## src/rtl/mult_acc_pkg.sv

```systemverilog
// Shared types and default widths for the int4b multiply-accumulate slice.
// The state encoding is shared so a bench or wrapper can name the phases.
package mult_acc_pkg;

    typedef enum logic {
        ACC  = 1'b0,
        HOLD = 1'b1
    } state_t;

    localparam int DEF_IN_WIDTH  = 12;
    localparam int DEF_NUM_TERMS = 8;
    localparam int DEF_SHIFT     = 4;
    localparam int DEF_RES_WIDTH = 8;

endpackage

```

## src/rtl/acc_requant.sv

```systemverilog
// Requantizer: floor arithmetic right shift, then clip to the signed
// result range, flagging whenever the clip changed the value.
module acc_requant #(
    parameter int ACC_WIDTH = 16,
    parameter int SHIFT     = 4,
    parameter int RES_WIDTH = 8
) (
    input  logic signed [ACC_WIDTH-1:0] sum,
    output logic signed [RES_WIDTH-1:0] out_data,
    output logic                        out_sat
);

    localparam int W = ((ACC_WIDTH > RES_WIDTH) ? ACC_WIDTH : RES_WIDTH) + 1;
    localparam logic signed [W-1:0] RMAX =
        W'((64'sd1 <<< (RES_WIDTH - 1)) - 64'sd1);
    localparam logic signed [W-1:0] RMIN = ~RMAX;

    logic signed [ACC_WIDTH-1:0] r;
    logic signed [W-1:0]         rw;

    // Shift with floor semantics, widen, then saturate at either end.
    always_comb begin
        r        = sum >>> SHIFT;
        rw       = W'(r);
        out_sat  = 1'b0;
        out_data = rw[RES_WIDTH-1:0];
        if (rw > RMAX) begin
            out_data = RMAX[RES_WIDTH-1:0];
            out_sat  = 1'b1;
        end else if (rw < RMIN) begin
            out_data = RMIN[RES_WIDTH-1:0];
            out_sat  = 1'b1;
        end
    end

endmodule

```

## src/rtl/mult_acc_int4b.sv

```systemverilog
// Accumulates NUM_TERMS signed products, then presents one requantized
// result with a valid/ready handshake until downstream takes it.
module mult_acc_int4b
    import mult_acc_pkg::*;
#(
    parameter int IN_WIDTH  = DEF_IN_WIDTH,
    parameter int NUM_TERMS = DEF_NUM_TERMS,
    parameter int ACC_WIDTH = IN_WIDTH + $clog2(NUM_TERMS) + 1,
    parameter int SHIFT     = DEF_SHIFT,
    parameter int RES_WIDTH = DEF_RES_WIDTH,
    parameter logic signed [ACC_WIDTH-1:0] BIAS = '0
) (
    input  logic                        clk,
    input  logic                        rst_n,
    input  logic                        clear,
    input  logic                        in_valid,
    output logic                        in_ready,
    input  logic signed [IN_WIDTH-1:0]  in_data,
    output logic                        out_valid,
    input  logic                        out_ready,
    output logic signed [RES_WIDTH-1:0] out_data,
    output logic                        out_sat
);

    localparam int CW = $clog2(NUM_TERMS);

    state_t                      state_q;
    state_t                      state_d;
    logic [CW-1:0]               cnt_q;
    logic signed [ACC_WIDTH-1:0] acc_q;
    logic signed [ACC_WIDTH-1:0] sum_d;
    logic                        accept;
    logic                        last;
    logic signed [RES_WIDTH-1:0] rq_data;
    logic                        rq_sat;

    // Handshakes decode only the registered state, so out_ready never
    // reaches in_ready combinationally.
    assign in_ready  = (state_q == ACC);
    assign out_valid = (state_q == HOLD);
    assign accept    = in_valid && in_ready;
    assign last      = (cnt_q == CW'(NUM_TERMS - 1));

    // First term of a result starts from the bias, later terms add on.
    always_comb begin
        sum_d = ((cnt_q == '0) ? BIAS : acc_q) + ACC_WIDTH'(in_data);
    end

    acc_requant #(
        .ACC_WIDTH (ACC_WIDTH),
        .SHIFT     (SHIFT),
        .RES_WIDTH (RES_WIDTH)
    ) u_requant (
        .sum      (sum_d),
        .out_data (rq_data),
        .out_sat  (rq_sat)
    );

    // Phase register.
    always_ff @(posedge clk or negedge rst_n) begin
        if (!rst_n) begin
            state_q <= ACC;
        end else begin
            state_q <= state_d;
        end
    end

    // Next phase: last accept moves to HOLD, a taken result returns to ACC.
    always_comb begin
        state_d = state_q;
        unique case (state_q)
            ACC:  if (accept && last) state_d = HOLD;
            HOLD: if (out_ready)      state_d = ACC;
            default: state_d = ACC;
        endcase
        if (clear) state_d = ACC;
    end

    // Term counter, accumulator and result capture; clear wins over all.
    always_ff @(posedge clk or negedge rst_n) begin
        if (!rst_n) begin
            cnt_q    <= '0;
            acc_q    <= '0;
            out_data <= '0;
            out_sat  <= 1'b0;
        end else if (clear) begin
            cnt_q    <= '0;
            acc_q    <= '0;
            out_data <= '0;
            out_sat  <= 1'b0;
        end else if (accept) begin
            acc_q <= sum_d;
            if (last) begin
                cnt_q    <= '0;
                out_data <= rq_data;
                out_sat  <= rq_sat;
            end else begin
                cnt_q <= cnt_q + CW'(1);
            end
        end
    end

endmodule

```

## config.mk

```make
export PLATFORM = sky130hd
export DESIGN_NAME = mult_acc_int4b
export DESIGN_NICKNAME = d
export VERILOG_FILES = /design/src/rtl/mult_acc_pkg.sv /design/src/rtl/acc_requant.sv /design/src/rtl/mult_acc_int4b.sv
export SDC_FILE = /design/constraint.sdc
export NUM_CORES = 1
export LEC_CHECK = 0
export ABC_AREA = 0
export CAP_MARGIN = 10
export CORE_MARGIN = 3
export CORE_UTILIZATION = 55
export DETAILED_ROUTE_END_ITERATION = 16
export GPL_TIMING_DRIVEN = 1
export PLACE_DENSITY = 0.88
export SYNTH_ARGS = -nofsm -noshare
export SYNTH_HDL_FRONTEND = slang
export SYNTH_SLANG_ARGS = --single-unit
```

## constraint.sdc

```tcl
create_clock -name clk -period 3.6 [get_ports clk]
set_input_delay 0.36 -clock clk [delete_from_list [all_inputs] [get_ports clk]]
set_output_delay 0.36 -clock clk [all_outputs]
set_load 0.1 [all_outputs]
```

======== After elaboration in Yosys (flattened, before gate mapping) ========
Cells that the tools add are included.
Widths: inputs -> output; s select.
word-level totals
  word-level logic and storage cells ...... 37
  register bits after elaboration ......... 29
operators by class
  order comparisons ....................... 2
  reduce and logical (&&, ||, !) cells .... 6
  $add $sub $neg .......................... 2
  equality and inequality tests ........... 1
  bitwise operators ....................... 1
  mux-type cells .......................... 20
operators by type and width
  operator             count
  $mux 16              3
  $mux 8               5
  $add 16x12->16       1
  $gt 12x8->1 const B  1
  $lt 12x8->1 const B  1
  $mux 3               3
  $mux 1               8
  $reduce_bool 2->1    2
  $add 3x1->3 const B  1
  $eq 3x3->1 const B   1
  $logic_not 3->1      1
  $logic_and 1x1->1    2
  $pmux 1 s2           1
  $reduce_and 2->1     1
  $not 1->1            1

======== Logic depth before layout (Yosys ltp) ========
  depth after elaboration ................. 9
  mapped depth ............................ 15
  mapped depth without buffers ............ 14

======== Modules after synthesis ========
A second synthesis with hierarchy kept.
second synthesis, totals
  cells, all modules ...................... 290
  area total of the unflattened synthesis .. 2369.8 µm²
modules (own cells, without submodules)
  module          times used  area an instance (µm²)  sequential area each (µm²)  cells each
  mult_acc_int4b  1           2127.0                  725.7                       257
  acc_requant     1           242.7                   0.0                         33

======== Least setup slack after synthesis ========
OpenSTA, ideal clock, no wires.
  path kind ............................... register to register
  start point ............................. reg cnt_q[0]
  end point ............................... reg out_sat
  path buffers ............................ 1
  setup slack ............................. 402 ps
  data required time ...................... 3474 ps
  arrival time ............................ 3072 ps
  clock period less this slack ............ 3198 ps
  cell stages (with the launch flop) ...... 16
  library setup time ...................... 126 ps
  path through ............................ dfrtp_1 inv_1 ha_1 nand2b_1 clkbuf_1 and2_1 ha_1 inv_1 fa_1 nand2b_1 a21oi_2 nor3b_1 nor3b_1 o31ai_1 o311a_1 a221o_1
on the way
  cells in the longest elaborated chain, start to end .. 9
  elaborated cells between the ends (all ways) .. 13
  those cells by class .................... add/sub (1); order compare (2); eq/ne (1); mux (6); reduce/logical (3)
RTL lines
  item                      RTL line              RTL
  start: declaration        mult_acc_int4b.sv:29  logic [CW-1:0] cnt_q;
  start signal: assignment  mult_acc_int4b.sv:98  cnt_q <= cnt_q + CW'(1);
  $logic_not 3->1           mult_acc_int4b.sv:46  sum_d = ((cnt_q == '0) ? BIAS : acc_q) + ACC_WIDTH'(in_data);
  $mux 16                   mult_acc_int4b.sv:46
  $add 16x12->16            mult_acc_int4b.sv:46
  $lt 12x8->1               acc_requant.sv:30     end else if (rw < RMIN) begin
  $mux 1                    acc_requant.sv:30
  $mux 1                    acc_requant.sv:27     if (rw > RMAX) begin
  $mux 1                    mult_acc_int4b.sv:93  if (last) begin
  $mux 1                    mult_acc_int4b.sv:91  end else if (accept) begin
  $mux 1                    mult_acc_int4b.sv:86  end else if (clear) begin
  end signal: assignment    mult_acc_int4b.sv:96  out_sat <= rq_sat;
  end: declaration          mult_acc_int4b.sv:22  output logic out_sat
Several ways; a longest one is shown, not always the timed one. The select of a mux whose other input is x is not followed.
A chain may end at the register's enable or synchronous reset.

======== Final worst setup path ========
  start point ............................. reg cnt_q[0]
  end point ............................... reg out_data[6]
on the way
  cells in the longest elaborated chain, start to end .. 9
  elaborated cells between the ends (all ways) .. 13
  those cells by class .................... add/sub (1); order compare (2); eq/ne (1); mux (6); reduce/logical (3)
RTL lines
  item                    RTL line              RTL
  $logic_not 3->1         mult_acc_int4b.sv:46
  $mux 16                 mult_acc_int4b.sv:46
  $add 16x12->16          mult_acc_int4b.sv:46
  $lt 12x8->1             acc_requant.sv:30
  $mux 8                  acc_requant.sv:30
  $mux 8                  acc_requant.sv:27
  $mux 8                  mult_acc_int4b.sv:93
  $mux 8                  mult_acc_int4b.sv:91
  $mux 8                  mult_acc_int4b.sv:86
  end signal: assignment  mult_acc_int4b.sv:95  out_data <= rq_data;
  end: declaration        mult_acc_int4b.sv:21  output logic signed [RES_WIDTH-1:0] out_data,
Several ways; a longest one is shown, not always the timed one. The select of a mux whose other input is x is not followed.

==> results.tsv <==
stage	metric	value	unit
status	run status	complete, no violations	
floorplanning	floorplan die area	4840	µm²
routing	Routed wire per std cell	15.5	µm
routing	DRC violations left	0	
synthesis	most used flip-flop cell after synthesis	sky130_fd_sc_hd__dfrtp_1	
critical_path	Worst path slowest cell	sky130_fd_sc_hd__o31ai_1	
power_and_ir_drop	Sw Share	29.5	%
finish	diode insertion count for antenna repair	0	
synthesis	post-synthesis instance area	2220	µm²
finish	area delta synth->final	19.4	%
critical_path	end of the worst register-to-register path	out_data[6]	
synthesis	count of cell types in the netlist	47	
synthesis	cell with the most instances after synthesis	sky130_fd_sc_hd__nand2_1	
synthesis	share of synthesized registers carrying an async set or reset	100	%
timing	final period demand of the worst path	3.26	ns
cts	clock latency of the later-clocked register in the worst-skew pair	0.28	ns
grt	initial antenna violation count	0	
timing	RSZ-0062 raised after global routing	false	
synthesis	share of the yosys chip area belonging to registers	32.7	%
cts	TritonCTS clock tree	yes	
grt	wire length of the first global-routing pass	8340	µm
synthesis	most frequent cells after synthesis	48 x sky130_fd_sc_hd__nand2_1, 29 x sky130_fd_sc_hd__dfrtp_1, 25 x sky130_fd_sc_hd__a21oi_1, 18 x sky130_fd_sc_hd__ha_1, 15 x sky130_fd_sc_hd__and2_1	
grt	vias in the first global route	1821	
routing	number of nets with antenna violations after routing	0	
critical_path	worst reg2reg startpoint	cnt_q[0]	
floorplanning	initial core utilization	58.9	%
synthesis	average cell area after synthesis	8.96	µm²
critical_path	Critical Path, Cell by Cell	inv_1 > ha_1 > nand2b_1 > and2_1 > ha_1 > inv_1 > fa_1 > nand2b_1 > a21oi_2 > nor3b_1 > o21a_1 > o31ai_1 > o311ai_4 > o311ai_1	
critical_path	launch point of the worst path	cnt_q[0]	
critical_path	data arrival time at the worst-slack endpoint	3.43	ns
timing	slack of the critical path	0.341	ns
synthesis	post-synth top area share	32.7	%
floorplanning	die extent in y	69.5	µm
worst_hold_path	worst hold-check path type	in2async	
critical_path	Worst Reg-to-Reg Cells	14	
finish	share of cells above drive strength 1	10.5	%
critical_path	critical path class	reg2reg	
critical_path	sort of element at the start of the critical path	flip-flop	
placed_design	DP Wirelength	3910	µm
finish	FILL cells	294	
critical_path	slack of the worst reg-to-reg path	0.34	ns
timing	Fin Clk Skew	0.00617	ns
synthesis	cell taking the most area after synthesis	sky130_fd_sc_hd__dfrtp_1	
power_and_ir_drop	part of the power in combinational logic	26.3	%
placed_design	weighted congestion at the end of routability-driven global placement	0.953	
critical_path	CP required	3.77	ns
synthesis	net count after synthesis	284	
power_and_ir_drop	Leakage	1.18	nW
cts	count of hold buffers inserted by post-cts repair	0	
critical_path	largest stage delay on the critical path	0.49	ns
grt	total routing resource utilization after global routing	21.4	%
timing	part of the cycle the worst path needs	90.5	%
cts	CTS H-tree depth	2	
routing	routed vias	1888	
cts	root buffer cell	sky130_fd_sc_hd__clkbuf_8	
power_and_ir_drop	pwr/cell area	356	nW/µm²
critical_path	number of buffer and inverter stages on the critical path	2	
routing	post-DR vias/cell	5.83	
synthesis	post-synthesis cell count	248	
routing	DR pass1 iterations	4	
grt	pin count of the biggest net entering global routing	30	
cts	post-CTS clock slew at the launch and capture registers of the worst setup and hold paths	0.06	ns
synthesis	EDFF count, synth	0	
floorplanning	chip width	69.5	µm
timing	Slew Limit Fails	0	
timing	slew at the pin closest to its max-slew limit	0.963	ns
synthesis	total of flip-flops plus latches after synthesis	29	
placed_design	area post-placement	2530	µm²
placed_design	pre-CTS WS	0.239	ns
timing	headroom to the max-slew limit	35.6	%
routing	Iteration-0 DRC Markers	119	
finish	final cell area excluding filler cells	2650	µm²
timing	number of failing setup endpoints in the final timing report	0	
floorplanning	core region area	3770	µm²
critical_path	Critical Path End Type	flip-flop	
floorplanning	# IOs	28	
grt	remaining global-route overflow	0	
finish	number of nets in the layout	311	
power_and_ir_drop	worst voltage drop across the vdd grid	0.000231	V
critical_path	Top Family by Delay on Critical Path	compound AO/OA/AOI/OAI gates	
power_and_ir_drop	fraction of power consumed by sequential logic	37.3	%
cts	number of setup buffers added after CTS	0	
cts	clock sink count	29	
timing	total negative slack for setup checks	0	ns
run	Maximum Capacitance Violations	0	
timing	Max Fclk	307	MHz
critical_path	biggest fanout along the worst timing path	9	
floorplanning	count of standard-cell rows	22	
cts	number of buffers created by CTS	5	
placed_design	count of input and output buffers	27	
synthesis	ranking of synthesized cells by area	sky130_fd_sc_hd__dfrtp_1 33%, sky130_fd_sc_hd__ha_1 10%, sky130_fd_sc_hd__nand2_1 8.1%	
power_and_ir_drop	net switching power	0.278	mW
power_and_ir_drop	P_int	0.665	mW
synthesis	number of warnings issued by yosys	0	
power_and_ir_drop	portion of total power attributed to the clock network	36.5	%
cts	number of buffers between clock root and the deepest sink	2	
timing	final hold vios	0	
routing	aggregate routed wire length	5010	µm
==> cell usage in the layout, fill, tap and decap left out, drive strengths merged <==
cell / n
inv: 9
dfrtp: 29
nor3b: 2
a211oi: 3
xnor2: 7
nor3: 3
o311ai: 6
a221o: 1
clkdlybuf4s50: 27
nand2b: 4
a21o: 7
xor2: 8
clkbuf: 7
o311a: 1
nor2: 9
a21oi: 29
a31oi: 1
and2: 15
nand4: 3
o221a: 1
nand2: 48
fa: 1
o21ai: 11
or2: 1
and3: 1
buf: 4
a41oi: 1
o211ai: 5
nand3: 1
o221ai: 1
bufinv: 1
ha: 18
o21a: 1
o31ai: 3
nor2b: 5
o21bai: 2
==> per-stage QoR <==
step | std cells | total power [mW] | util (%) | hold slack, ns
after detailed placement | 316 | 0.600 | 67.1 | 0.471
after CTS | 324 | 0.948 | 70.2 | 0.478
after global routing | 324 | 0.991 | 70.3 | 0.500
after global placement | 316 | 0.593 | 67.1 | 0.464
final | 324 | 0.944 | 70.3 | 0.469
after floorplan | 248 | 0.531 | - | 0.0644
==> registers in the layout (all words and copies together) (netlist names) <==
signal and count:
out_data 8, acc_q 16, cnt_q 3, out_valid 1, out_sat 1
==> worst reg2reg max path: stages, from the launching register on <==
cell,delay [ns]
sky130_fd_sc_hd__dfrtp_1,0.35
sky130_fd_sc_hd__inv_1,0.07
sky130_fd_sc_hd__ha_1,0.19
sky130_fd_sc_hd__nand2b_1,0.23
sky130_fd_sc_hd__and2_1,0.18
sky130_fd_sc_hd__ha_1,0.19
sky130_fd_sc_hd__inv_1,0.07
sky130_fd_sc_hd__fa_1,0.37
sky130_fd_sc_hd__nand2b_1,0.20
sky130_fd_sc_hd__a21oi_2,0.18
sky130_fd_sc_hd__nor3b_1,0.09
sky130_fd_sc_hd__o21a_1,0.21
sky130_fd_sc_hd__o31ai_1,0.49
sky130_fd_sc_hd__o311ai_4,0.19
sky130_fd_sc_hd__o311ai_1,0.14
==> routing by layer <==
| layer | GRT usage (%) | part of all wire [%] | vias up |
|---|---|---|---|
| met2 | 36.2 | 49 | 60 |
| met1 | 26.5 | 43 | 892 |
| met3 | 5.07 | 5.9 | 13 |
| met5 | 0 | 0 | - |
| li1 | - | - | 923 |
| met4 | 8.03 | 2.5 | 0 |
==> worst max path at each step <==
stage,endpoint,slack (ns),cells after the start
6_report,out_data[6],0.34,14
5_1_grt,out_data[6],0.06,14
4_1_cts,out_data[6],0.22,14
3_5_place_dp,out_data[6],0.24,14
3_3_place_gp,out_sat,0.45,14
2_1_floorplan,out_sat,0.40,15
==> area by class of cell <==
class                   count  area (µm²)  area share, %
clock inverters             1        30.0           1.13
inverters                   9        33.8           1.27
multi-input cells         199        1420           53.4
clock buffers               7        86.3           3.26
flip-flops and latches     29         726           27.4
repair buffers             31         300           11.3
well taps                  48        60.1           2.27
==> power by group through the flow <==
stage               logic (mW)  clock network [mW]  registers (mW)
finish                   0.248               0.344           0.352
global route             0.273               0.365           0.353
CTS                      0.246               0.350           0.352
detailed placement       0.243                   0           0.357
global placement         0.236                   0           0.357
floorplan                0.176                   0           0.355
==> cell families after synthesis <==
family | Yosys count | share of synthesized area [%]
buf+inv | 20 | 3.83
fa+ha+maj | 19 | 11.0
flops | 29 | 32.7
xor+xnor | 15 | 7.94
simple gates | 92 | 19.8
compound gates | 73 | 24.7
==> what timing repair did <==
| item | 4_1_cts | 5_1_grt |
|---|---|---|
| resized for setup | 0 | 1 |
| endpoints found under the hold margin | 0 | 0 |
| setup endpoints to repair | 0 | 5 |
(Power assumes the default switching activity.)
